$ cat config.mk
export PLATFORM = sky130hd
export DESIGN_NAME = mem_wb_stage
export DESIGN_NICKNAME = d
export VERILOG_FILES = /design/src/rtl/mem_wb_stage.sv
export SDC_FILE = /design/constraint.sdc
export NUM_CORES = 1
export LEC_CHECK = 0
export CAP_MARGIN = 10
export CORE_MARGIN = 2
export CORE_UTILIZATION = 48
export DETAILED_ROUTE_END_ITERATION = 10
export DONT_BUFFER_PORTS = 1
export MAX_ROUTING_LAYER = met4
export SETUP_SLACK_MARGIN = 0.15
export SYNTH_ARGS = -nofsm -noshare
export SYNTH_HDL_FRONTEND = slang
export SYNTH_SLANG_ARGS = --single-unit
$ cat constraint.sdc
create_clock -name clk -period 2.74 [get_ports clk]
set_input_delay 0.548 -clock clk [delete_from_list [all_inputs] [get_ports clk]]
set_output_delay 0.548 -clock clk [all_outputs]
set_load 0.02 [all_outputs]
$ cat src/rtl/mem_wb_stage.sv
// MEM/WB pipeline register: load alignment/extension, HI/LO registers with write-back bypass.
// Optional misaligned-load detection is enabled by defining LOAD_ALIGN_CHECK_EN.
module mem_wb_stage #(
  parameter logic [31:0] HILO_RST = 32'h0000_0000
) (
  input  logic        clk,
  input  logic        rst,
  input  logic [4:0]  mem_wd,
  input  logic        mem_wreg,
  input  logic [31:0] mem_wdata,
  input  logic [2:0]  mem_load_op,
  input  logic [1:0]  mem_addr_lo,
  input  logic        mem_whilo,
  input  logic [31:0] mem_hi,
  input  logic [31:0] mem_lo,
  input  logic        stall_mem,
  input  logic        stall_wb,
  input  logic        flush,
  output logic [4:0]  wb_wd,
  output logic        wb_wreg,
  output logic [31:0] wb_wdata,
  output logic [31:0] hi_o,
  output logic [31:0] lo_o,
  output logic        wb_adel
);

  localparam logic [2:0] OP_LB  = 3'b001;
  localparam logic [2:0] OP_LBU = 3'b010;
  localparam logic [2:0] OP_LH  = 3'b011;
  localparam logic [2:0] OP_LHU = 3'b100;
  localparam logic [2:0] OP_LW  = 3'b101;

  logic [4:0]  wd_reg;
  logic        wreg_reg;
  logic [31:0] wdata_reg;
  logic        whilo_reg;
  logic [31:0] wb_hi_reg;
  logic [31:0] wb_lo_reg;
  logic [31:0] hi_reg;
  logic [31:0] lo_reg;

  logic [7:0]  lane [4];
  logic [7:0]  byte_sel;
  logic [15:0] half_sel;
  logic [31:0] load_data;
  logic        misaligned;
  logic        wreg_next;

  // Big-endian lanes: offset 0 is the most significant byte.
  genvar gi;
  generate
    for (gi = 0; gi < 4; gi++) begin : g_lane
      assign lane[gi] = mem_wdata[31-8*gi -: 8];
    end
  endgenerate

  always_comb begin
    byte_sel  = lane[mem_addr_lo];
    half_sel  = mem_addr_lo[1] ? mem_wdata[15:0] : mem_wdata[31:16];
    load_data = mem_wdata;
    case (mem_load_op)
      OP_LB:   load_data = {{24{byte_sel[7]}}, byte_sel};
      OP_LBU:  load_data = {24'h0, byte_sel};
      OP_LH:   load_data = {{16{half_sel[15]}}, half_sel};
      OP_LHU:  load_data = {16'h0, half_sel};
      default: load_data = mem_wdata;
    endcase
  end

`ifdef LOAD_ALIGN_CHECK_EN
  always_comb begin
    misaligned = 1'b0;
    if ((mem_load_op == OP_LH || mem_load_op == OP_LHU) && mem_addr_lo[0])
      misaligned = 1'b1;
    else if (mem_load_op == OP_LW && mem_addr_lo != 2'b00)
      misaligned = 1'b1;
  end
`else
  assign misaligned = 1'b0;
`endif

  // A write to r0 is never presented to the register file.
  assign wreg_next = mem_wreg && (mem_wd != 5'd0) && !misaligned;

  always_ff @(posedge clk) begin
    if (rst || flush || (stall_mem && !stall_wb)) begin
      wd_reg    <= 5'd0;
      wreg_reg  <= 1'b0;
      wdata_reg <= 32'h0;
      whilo_reg <= 1'b0;
      wb_hi_reg <= 32'h0;
      wb_lo_reg <= 32'h0;
    end else if (!stall_mem) begin
      wd_reg    <= mem_wd;
      wreg_reg  <= wreg_next;
      wdata_reg <= load_data;
      whilo_reg <= mem_whilo;
      wb_hi_reg <= mem_hi;
      wb_lo_reg <= mem_lo;
    end
  end

`ifdef LOAD_ALIGN_CHECK_EN
  logic adel_reg;
  always_ff @(posedge clk) begin
    if (rst || flush || (stall_mem && !stall_wb))
      adel_reg <= 1'b0;
    else if (!stall_mem)
      adel_reg <= misaligned;
  end
  assign wb_adel = adel_reg;
`else
  assign wb_adel = 1'b0;
`endif

  // Commits even while WB is held; rewriting the same value is harmless.
  always_ff @(posedge clk) begin
    if (rst) begin
      hi_reg <= HILO_RST;
      lo_reg <= HILO_RST;
    end else if (whilo_reg) begin
      hi_reg <= wb_hi_reg;
      lo_reg <= wb_lo_reg;
    end
  end

  assign wb_wd    = wd_reg;
  assign wb_wreg  = wreg_reg;
  assign wb_wdata = wdata_reg;
  assign hi_o     = whilo_reg ? wb_hi_reg : hi_reg;
  assign lo_o     = whilo_reg ? wb_lo_reg : lo_reg;

endmodule
==> results of run 1 <==
## synthesized netlist by cell type
| cell | number |
|---|---|
| dfxtp_1 | 167 |
| o21ai_1 | 1 |
| nor2b_4 | 1 |
| maj3_1 | 1 |
| o21ai_0 | 9 |
| a211oi_1 | 1 |
| nor2_1 | 79 |
| o2bb2a_1 | 1 |
| o211ai_1 | 1 |
| a221oi_2 | 10 |
| conb_1 | 1 |
| o32a_1 | 7 |
| a21oi_1 | 9 |
| buf_8 | 1 |
| nand2b_1 | 1 |
| nor2_4 | 1 |
| or2_2 | 8 |
| or3b_1 | 1 |
| xnor2_1 | 1 |
| nor3_2 | 1 |
| a21oi_4 | 1 |
| buf_2 | 13 |
| buf_6 | 1 |
| xor2_2 | 1 |
| clkbuf_1 | 37 |
| a221oi_1 | 22 |
| and4b_1 | 7 |
| nand2_1 | 59 |
| nor2b_1 | 64 |
| o22a_1 | 1 |
| mux2i_1 | 78 |
| nor3b_1 | 1 |
| buf_4 | 2 |
| or4_1 | 1 |
| mux2_2 | 65 |
| o21bai_1 | 1 |
| mux4_2 | 1 |
| clkinv_1 | 1 |
| inv_1 | 8 |
| a311oi_1 | 8 |
## routing by layer
layer | routed length, um | part of all wire | up-vias | GRT usage
met4 | 349 | 0.022 | 0 | 0.07336
met1 | 6598 | 0.41 | 2299 | 0.2400
met3 | 1377 | 0.086 | 24 | 0.08176
met5 | 0 | 0 | - | -
li1 | - | - | 2271 | -
met2 | 7612 | 0.48 | 167 | 0.3266
## worst min path at each step
stage	end	from	slack, ns	cells past startpoint
2_1_floorplan	wb_hi_reg[0]	wb_hi_reg[0]	0.46	2
3_3_place_gp	wb_lo_reg[8]	wb_lo_reg[8]	0.47	2
3_5_place_dp	wb_lo_reg[29]	wb_lo_reg[29]	0.48	2
4_1_cts	hi_reg[27]	rst	0.17	1
5_1_grt	hi_reg[30]	rst	0.18	1
6_report	hi_reg[30]	rst	0.21	1
## layout make-up
| class | instances | area [sq um] |
|---|---|---|
| inverters | 9 | 33.78 |
| clock buffers | 21 | 460.4 |
| repair buffers | 6 | 45.04 |
| fillers | 1237 | 6410 |
| multi-input cells | 444 | 3324 |
| well taps | 180 | 225.2 |
| clock inverters | 10 | 145.1 |
| flip-flops and latches | 167 | 3344 |
## cells in the final DEF (no fill, tap or decap), types with 2 or more instances in the layout
| cell type | count |
|---|---|
| o32a_1 | 7 |
| clkbuf_16 | 17 |
| nor2_1 | 79 |
| mux2_2 | 65 |
| nand2_1 | 59 |
| dfxtp_1 | 166 |
| a311oi_1 | 8 |
| bufinv_16 | 3 |
| and4b_1 | 7 |
| clkbuf_8 | 2 |
| a221oi_2 | 10 |
| nor2b_1 | 64 |
| clkbuf_1 | 2 |
| inv_1 | 8 |
| a221oi_1 | 22 |
| or2_2 | 8 |
| clkinv_4 | 2 |
| clkinv_2 | 2 |
| a21oi_1 | 9 |
| o21ai_0 | 9 |
| mux2i_1 | 78 |
| buf_4 | 6 |
## stage by stage
| step | cells | utilization | hold slack [ns] |
|---|---|---|---|
| 6_report | 837 | 0.5418 | 0.2075 |
| 5_1_grt | 837 | 0.5418 | 0.1836 |
| 4_1_cts | 837 | 0.5418 | 0.1730 |
| 3_5_place_dp | 806 | 0.4985 | 0.4819 |
| 3_3_place_gp | 806 | 0.4985 | 0.4676 |
| 2_1_floorplan | 674 | - | 0.4576 |
## report_power, final
part           total, mW  internal, mW  switching [mW]
Combinational      0.288         0.136           0.152
Sequential          2.54          2.48          0.0564
Clock               2.42          1.49           0.934
Total               5.24          4.10            1.14
## cell families after synthesis
| kind of cell | after synthesis | share of synthesized area |
|---|---|---|
| and+or+nand+nor | 224 | 0.1591 |
| other | 1 | 0.0005407 |
| muxes | 144 | 0.2214 |
| AOI/OAI and AO/OA | 72 | 0.09165 |
| buffers and inverters | 63 | 0.04023 |
| DFF | 167 | 0.4820 |
| xor gates and xnor gates | 2 | 0.003609 |
| adders and majority gates | 1 | 0.001443 |
==> flow_metrics.tcl, run 1 <==
set metrics [dict create \
    area_growth_pct 9.273 \
    min_path_type "input port to flop" \
    finalHoldViolations 0 \
    cp.required_ns 2.19 \
    grt_pass1_vias 4748 \
    powerDensity_mw_per_mm2 691.9 \
    wl_mm 15.94 \
    finalCritPeriodShare 0.8034 \
    coreArea_sq_mm 0.01399 \
    maxSlewHeadroom 0.5950 \
    clk_latency_ns 0.42 \
    drive_gt1_frac 0.1918 \
    post-dp-hpwl_mm 10.78 \
    synth_cells 674 \
    rows 43 \
    netlist_area_sq_mm 0.006935 \
    ys_seq_area_frac 0.4820 \
    fmax_mhz 454.3 \
    crit_arrival_ns 1.65 \
    io_pins 216 \
    p_leak_nw 3.059 \
    cap_violations 0 \
    avgSynthCellArea_sq_um 10.29 \
    cts_resized 0 \
    power_mw 5.244 \
    dpl_worst_slack_ns 0.4943 \
    yosys.area.top_type_share 0.4820 \
    crit_chain "buf_4 -> mux2_2" \
    cp_top_family "multiplexers" \
    htree_levels 4 \
    grt_setup_unrepaired "no" \
    grtUsageTotal 0.2071 \
    finalInstanceArea_sq_mm 0.007579 \
    start_kind "flop" \
    fin_ws_ns 0.5387 \
    syn_nets 787 \
    tns_ns 0 \
    r2r_start "whilo_reg" \
    status "finished clean" \
    gp_congestion 0.8629 \
    ctsHoldBuffers 0 \
    worstPathMaxFanout 37 \
    placed_cell_area_sq_mm 0.006973 \
    nNetsFinal 758 \
    postCtsSetupBuffers 0 \
    ys_ff_latch 167 \
    path_clk_slew_ns 0.06 \
    cts_tree "done" \
    clockBufferDepth 2 \
    start_util 0.4958 \
    ir_worst_vdd_mv 0.4135 \
    avgViaCountPerCell 5.688 \
    crit_path_max_incr_delay_ns 0.48 \
    fp.dieH_um 124.2 \
    setup.worst_path.end "lo_o[11]" \
    fin_skew_ns 0.006800 \
    critPathKind "flop to output pin" \
    drv_slew 0 \
    routedWlPerCell_um 19.04 \
    crit_slowest_cell "mux2_2" \
    grt_pass1_wl_mm 25.07 \
    drt.antenna.violating_nets 0 \
    die-width_um 124.2 \
    synth_area_leaders "dfxtp_1, mux2i_1, mux2_2" \
    cts.sinks 167 \
    grt_max_degree 106 \
    critical_path.startpoint "whilo_reg" \
    firstDrtPassIters 6 \
    drcViolationCount 0 \
    drtIter0Drc 251 \
    yosysTopAreaCell "dfxtp_1" \
    grt_overflow 0 \
    numCtsBuffers 17 \
    r2r_cells 3 \
    clockRootBuffer "clkbuf_16" \
    vias 4761 \
    r2r-end "lo_reg[18]" \
    end_kind "output pin" \
    io_buffers 0 \
    cp_num_buf_inv 1 \
    n_antenna_cell 0 \
    finalCriticalPeriod_ns 2.201 \
    ys_warn_count 0 \
    setup_violations 0 \
    max_slew.worst_pin.slew_ns 0.6075 \
    path_depth 2 \
    regToRegSetupSlack_ns 1.24 \
    antenna_found_initial 0 \
    synth.distinct_cells 40 \
    dieArea_sq_mm 0.01543 \
]
Note: power is estimated with default switching activity, not from simulation.
==> run 2, diff against run 1 <==
==> constraint.sdc (replaced) <==
create_clock -name clk -period 2.1 [get_ports clk]
set_input_delay 0.42 -clock clk [delete_from_list [all_inputs] [get_ports clk]]
set_output_delay 0.42 -clock clk [all_outputs]
set_load 0.02 [all_outputs]
==> flow_metrics.tcl, run 2 (synthesized netlist as in run 1, its figures left out) <==
set metrics [dict create \
    grtUsageTotal 0.2087 \
    clockRootBuffer "clkbuf_16" \
    start_util 0.4958 \
    max_slew.worst_pin.slew_ns 0.5929 \
    worstPathMaxFanout 36 \
    end_kind "output pin" \
    p_leak_nw 3.054 \
    fin_skew_ns 0.003766 \
    final_cell_mix "dfxtp_1, nor2_1, mux2i_1" \
    grt_max_degree 106 \
    finalInstanceArea_sq_mm 0.007584 \
    grt_pass1_vias 4737 \
    setup_violations 0 \
    ir_worst_vdd_mv 0.5150 \
    finalHoldViolations 0 \
    io_pins 216 \
    clockBufferDepth 2 \
    powerDensity_mw_per_mm2 870.7 \
    fmax_mhz 525.9 \
    avgViaCountPerCell 5.712 \
    grt_pass1_wl_mm 25.13 \
    die-width_um 124.2 \
    min_path_type "input port to flop" \
    drt.antenna.violating_nets 0 \
    maxSlewHeadroom 0.6021 \
    grt_setup_unrepaired "yes" \
    start_kind "flop" \
    cp.required_ns 1.68 \
    clk_latency_ns 0.41 \
    path_clk_slew_ns 0.06 \
    cts_tree "done" \
    antenna_found_initial 0 \
    seq_area_sq_mm 0.003344 \
    ctsHoldBuffers 0 \
    coreArea_sq_mm 0.01399 \
    holdWs_ns 0.07315 \
    drive_gt1_frac 0.1900 \
    post-dp-hpwl_mm 10.59 \
    critPathKind "flop to output pin" \
    vias 4787 \
    drv_slew 0 \
    fill_cells 1235 \
    nNetsFinal 761 \
    firstDrtPassIters 4 \
    io_buffers 0 \
    final_common_cell "dfxtp_1" \
    status "finished clean" \
    finalCritPeriodShare 0.9056 \
    finalCriticalPeriod_ns 1.902 \
    htree_levels 4 \
    n_antenna_cell 0 \
    dieArea_sq_mm 0.01543 \
    drcViolationCount 0 \
    crit_arrival_ns 1.48 \
    numCtsBuffers 17 \
    multi_input_area_sq_mm 0.003324 \
    cap_violations 0 \
    gp_congestion 0.8234 \
    area_growth_pct 9.345 \
    grt_overflow 0 \
    rows 43 \
    cts.sinks 167 \
    wl_mm 15.87 \
    tns_ns 0 \
    placed_cell_area_sq_mm 0.007033 \
    drtIter0Drc 217 \
    routedWlPerCell_um 18.94 \
    fp.dieH_um 124.2 \
]
run 2: cell count changes in the layout (fill, tap and decap cells not counted):
cell        before  now
clkbuf_1         2    4
buf_4            6    5
clkinv_4         2    1
buf_12           0    3
bufinv_16        3    2
clkinvlp_4       1    2
inv_8            1    0
clkbuf_8         2    0
buf_8            0    1
run 2: cell type report:
type / count / share of cell area
Timing Repair Buffer: 9 / 0.01485
Multi-Input combinational cell: 444 / 0.4384
Sequential cell: 167 / 0.4410
Tap cell: 180 / 0.02970
Clock buffer: 21 / 0.05808
Clock inverter: 8 / 0.01353
Inverter: 9 / 0.004455
run 2: path summary, 6_finish.rpt:
path | startpoint | end | cells after the start | slack, ns
setup / recovery | whilo_reg | lo_o[5] | 2 | 0.20
hold / removal | rst | hi_reg[29] | 1 | 0.07
setup reg to reg | whilo_reg | lo_reg[24] | 3 | 0.77
hold reg to reg | wb_hi_reg[14] | wb_hi_reg[14] | 2 | 0.49
run 2: critical path: stages (launching register included):
cell and delay (ns):
dfxtp_2 0.36, buf_12 0.22, mux2_2 0.45
run 2: repair_timing:
item / in CTS / in global routing
buffers inserted: 0 / 0
endpoints found under the hold margin: 0 / 0
setup endpoints to repair: 28 / 55
gates resized for setup: 2 / 0
run 2: metal layers:
metal	vias to the layer above	track usage	wire, um
met1	2321	0.2379	6385
met3	17	0.09165	1531
met5	-	-	0
li1	2268	-	-
met4	0	0.07336	259
met2	181	0.3275	7692
run 2: report_power, final:
part | switching (mW) | internal (mW) | total (mW)
combinational | 0.201 | 0.190 | 0.391
clock | 1.17 | 1.73 | 2.90
sequential | 0.0730 | 3.24 | 3.31
run 2: stage by stage:
stage	total power, mW	util	worst slack (ns)	instances
5_1_grt	6.871	0.5421	0.1294	838
6_report	6.603	0.5421	0.1983	838
4_1_cts	6.680	0.5421	0.1680	838
2_1_floorplan	3.772	-	0.3185	674
3_5_place_dp	3.772	0.5028	0.2238	809
3_3_place_gp	3.757	0.5028	0.2458	809
==> run 3, diff against run 2 <==
--- a/config.mk
+++ b/config.mk
@@ -6,12 +6,14 @@
 export NUM_CORES = 1
 export LEC_CHECK = 0
 export CAP_MARGIN = 10
+export CORE_ASPECT_RATIO = 0.7
 export CORE_MARGIN = 2
 export CORE_UTILIZATION = 48
 export DETAILED_ROUTE_END_ITERATION = 10
 export DONT_BUFFER_PORTS = 1
 export MAX_ROUTING_LAYER = met4
 export SETUP_SLACK_MARGIN = 0.15
+export SKIP_LAST_GASP = 1
 export SYNTH_ARGS = -nofsm -noshare
 export SYNTH_HDL_FRONTEND = slang
 export SYNTH_SLANG_ARGS = --single-unit
==> flow_metrics.tcl, run 3 (synthesized netlist as in run 1, its figures left out) <==
set metrics [dict create \
    fp.dieH_um 104.6 \
    powerDensity_mw_per_mm2 907.5 \
    min_to "hi_reg[26]" \
    clockBufferDepth 2 \
    cp.required_ns 1.68 \
    finalCriticalPeriod_ns 1.889 \
    grt_max_degree 106 \
    die-width_um 147.7 \
    placed_cell_area_sq_mm 0.007046 \
    grtUsageTotal 0.2235 \
    ir_worst_vdd_mv 0.6398 \
    cts_tree "done" \
    htree_levels 4 \
    coreArea_sq_mm 0.01401 \
    clk_latency_ns 0.41 \
    dieArea_sq_mm 0.01544 \
    routedWlPerCell_um 19.22 \
    grt_pass1_wl_mm 26.51 \
    drive_gt1_frac 0.2021 \
    numCtsBuffers 17 \
    avgViaCountPerCell 5.746 \
    cts.sinks 167 \
    p_leak_nw 3.109 \
    grt_setup_unrepaired "yes" \
    r2r-end "lo_reg[8]" \
    fmax_mhz 529.3 \
    fin_skew_ns 0.007370 \
    crit_path_max_incr_delay_ns 0.44 \
    wl_mm 16.41 \
    crit_chain "buf_12 -> mux2_2" \
    start_util 0.4951 \
    cp_top_family "multiplexers" \
    grt_overflow 0 \
    finalHoldViolations 0 \
    cp_num_buf_inv 1 \
    drt.antenna.violating_nets 0 \
    io_pins 216 \
    critPathKind "flop to output pin" \
    switching_share 0.2281 \
    postLayoutCoreUtil 0.5500 \
    post-dp-hpwl_mm 11.30 \
    p_switching_mw 1.595 \
    final_cell_mix "dfxtp_1, nor2_1, mux2i_1" \
    rows 36 \
    power.internal_mw 5.397 \
    drcViolationCount 0 \
    min_path_type "input port to flop" \
    finalInstanceArea_sq_mm 0.007705 \
    r2r_cells 3 \
    power_mw 6.992 \
    crit_slowest_cell "mux2_2" \
    vias 4907 \
    status "finished clean" \
    clockPowerShare 0.470 \
    nNetsFinal 763 \
    drtIter0Drc 371 \
    finalCritPeriodShare 0.8996 \
    maxSlewHeadroom 0.5881 \
    area_growth_pct 11.10 \
    pwr-share-comb 0.056 \
    gp_congestion 0.8149 \
    drv_slew 0 \
    hold-path-cell-count 1 \
    max_slew.worst_pin.slew_ns 0.6006 \
    path_clk_slew_ns 0.07 \
    crit_arrival_ns 1.47 \
    end_kind "output pin" \
    power_frac_seq 0.473 \
    regToRegSetupSlack_ns 0.78 \
    hold_start "rst" \
    antenna_found_initial 1 \
    final_common_cell "dfxtp_1" \
    io_buffers 0 \
    cap_violations 0 \
    worstPathMaxFanout 25 \
    r2r_start "whilo_reg" \
    tns_ns 0 \
    clockRootBuffer "clkbuf_16" \
    setup_violations 0 \
    firstDrtPassIters 5 \
    start_kind "flop" \
    grt_pass1_vias 4881 \
]
## run 3: metrics by stage
stage                     hold WS [ns]  setup slack (ns)  instances
after floorplan                 0.4576            0.3185        674
after global placement          0.4678            0.2223        819
after detailed placement        0.4810            0.1520        819
after CTS                      0.04497            0.1883        853
after global routing           0.03367            0.1373        854
final                          0.06429            0.2109        854
## run 3: layer usage
metal  wire, um  track usage
met4        409      0.09821
met5          0            -
met3       1693      0.09432
met1       6828       0.2682
met2       7482       0.3282
## run 3: how the worst max path moves through the flow
| stage | from | end | cells after the start |
|---|---|---|---|
| 2_1_floorplan | mem_addr_lo[1] | wb_wdata[23] | 6 |
| 3_3_place_gp | mem_addr_lo[1] | wb_wdata[18] | 4 |
| 5_1_grt | whilo_reg | lo_o[3] | 2 |
| 6_report | whilo_reg | lo_o[7] | 2 |
| 3_5_place_dp | mem_addr_lo[1] | wb_wdata[19] | 4 |
| 4_1_cts | whilo_reg | lo_o[7] | 2 |
## run 3: worst reg2reg max path: cells and delay by family, from the launching register on
kind                   cells  cell delay [ns]
DFF                        1             0.41
buffers and inverters      1             0.20
and+or+nand+nor            1             0.16
muxes                      1             0.45
## run 3: what timing repair did
| action | CTS | global route |
|---|---|---|
| hold buffers | 0 | 0 |
| resized for setup | 1 | 1 |
| endpoints found under the setup margin | 55 | 16 |
| buffers inserted | 2 | 0 |
| pin swaps | 0 | 0 |
## run 3: area by class of cell
class | instances | area [sq um]
multi-input combinational | 444 | 3328
clock inverter | 13 | 182.7
antenna | 1 | 2.502
timing repair buffer | 11 | 120.1
inverter | 9 | 33.78
fill | 1209 | 6304
tap | 190 | 237.7
sequential | 167 | 3347
clock buffer | 19 | 452.9
## run 3: power groups by stage
stage | Combinational (mW) | Sequential [mW] | Clock [mW]
after floorplan | 0.407 | 3.36 | 0
after global placement | 0.379 | 3.38 | 0
after detailed placement | 0.391 | 3.38 | 0
after CTS | 0.395 | 3.31 | 3.37
after global routing | 0.432 | 3.31 | 3.54
final | 0.394 | 3.31 | 3.29
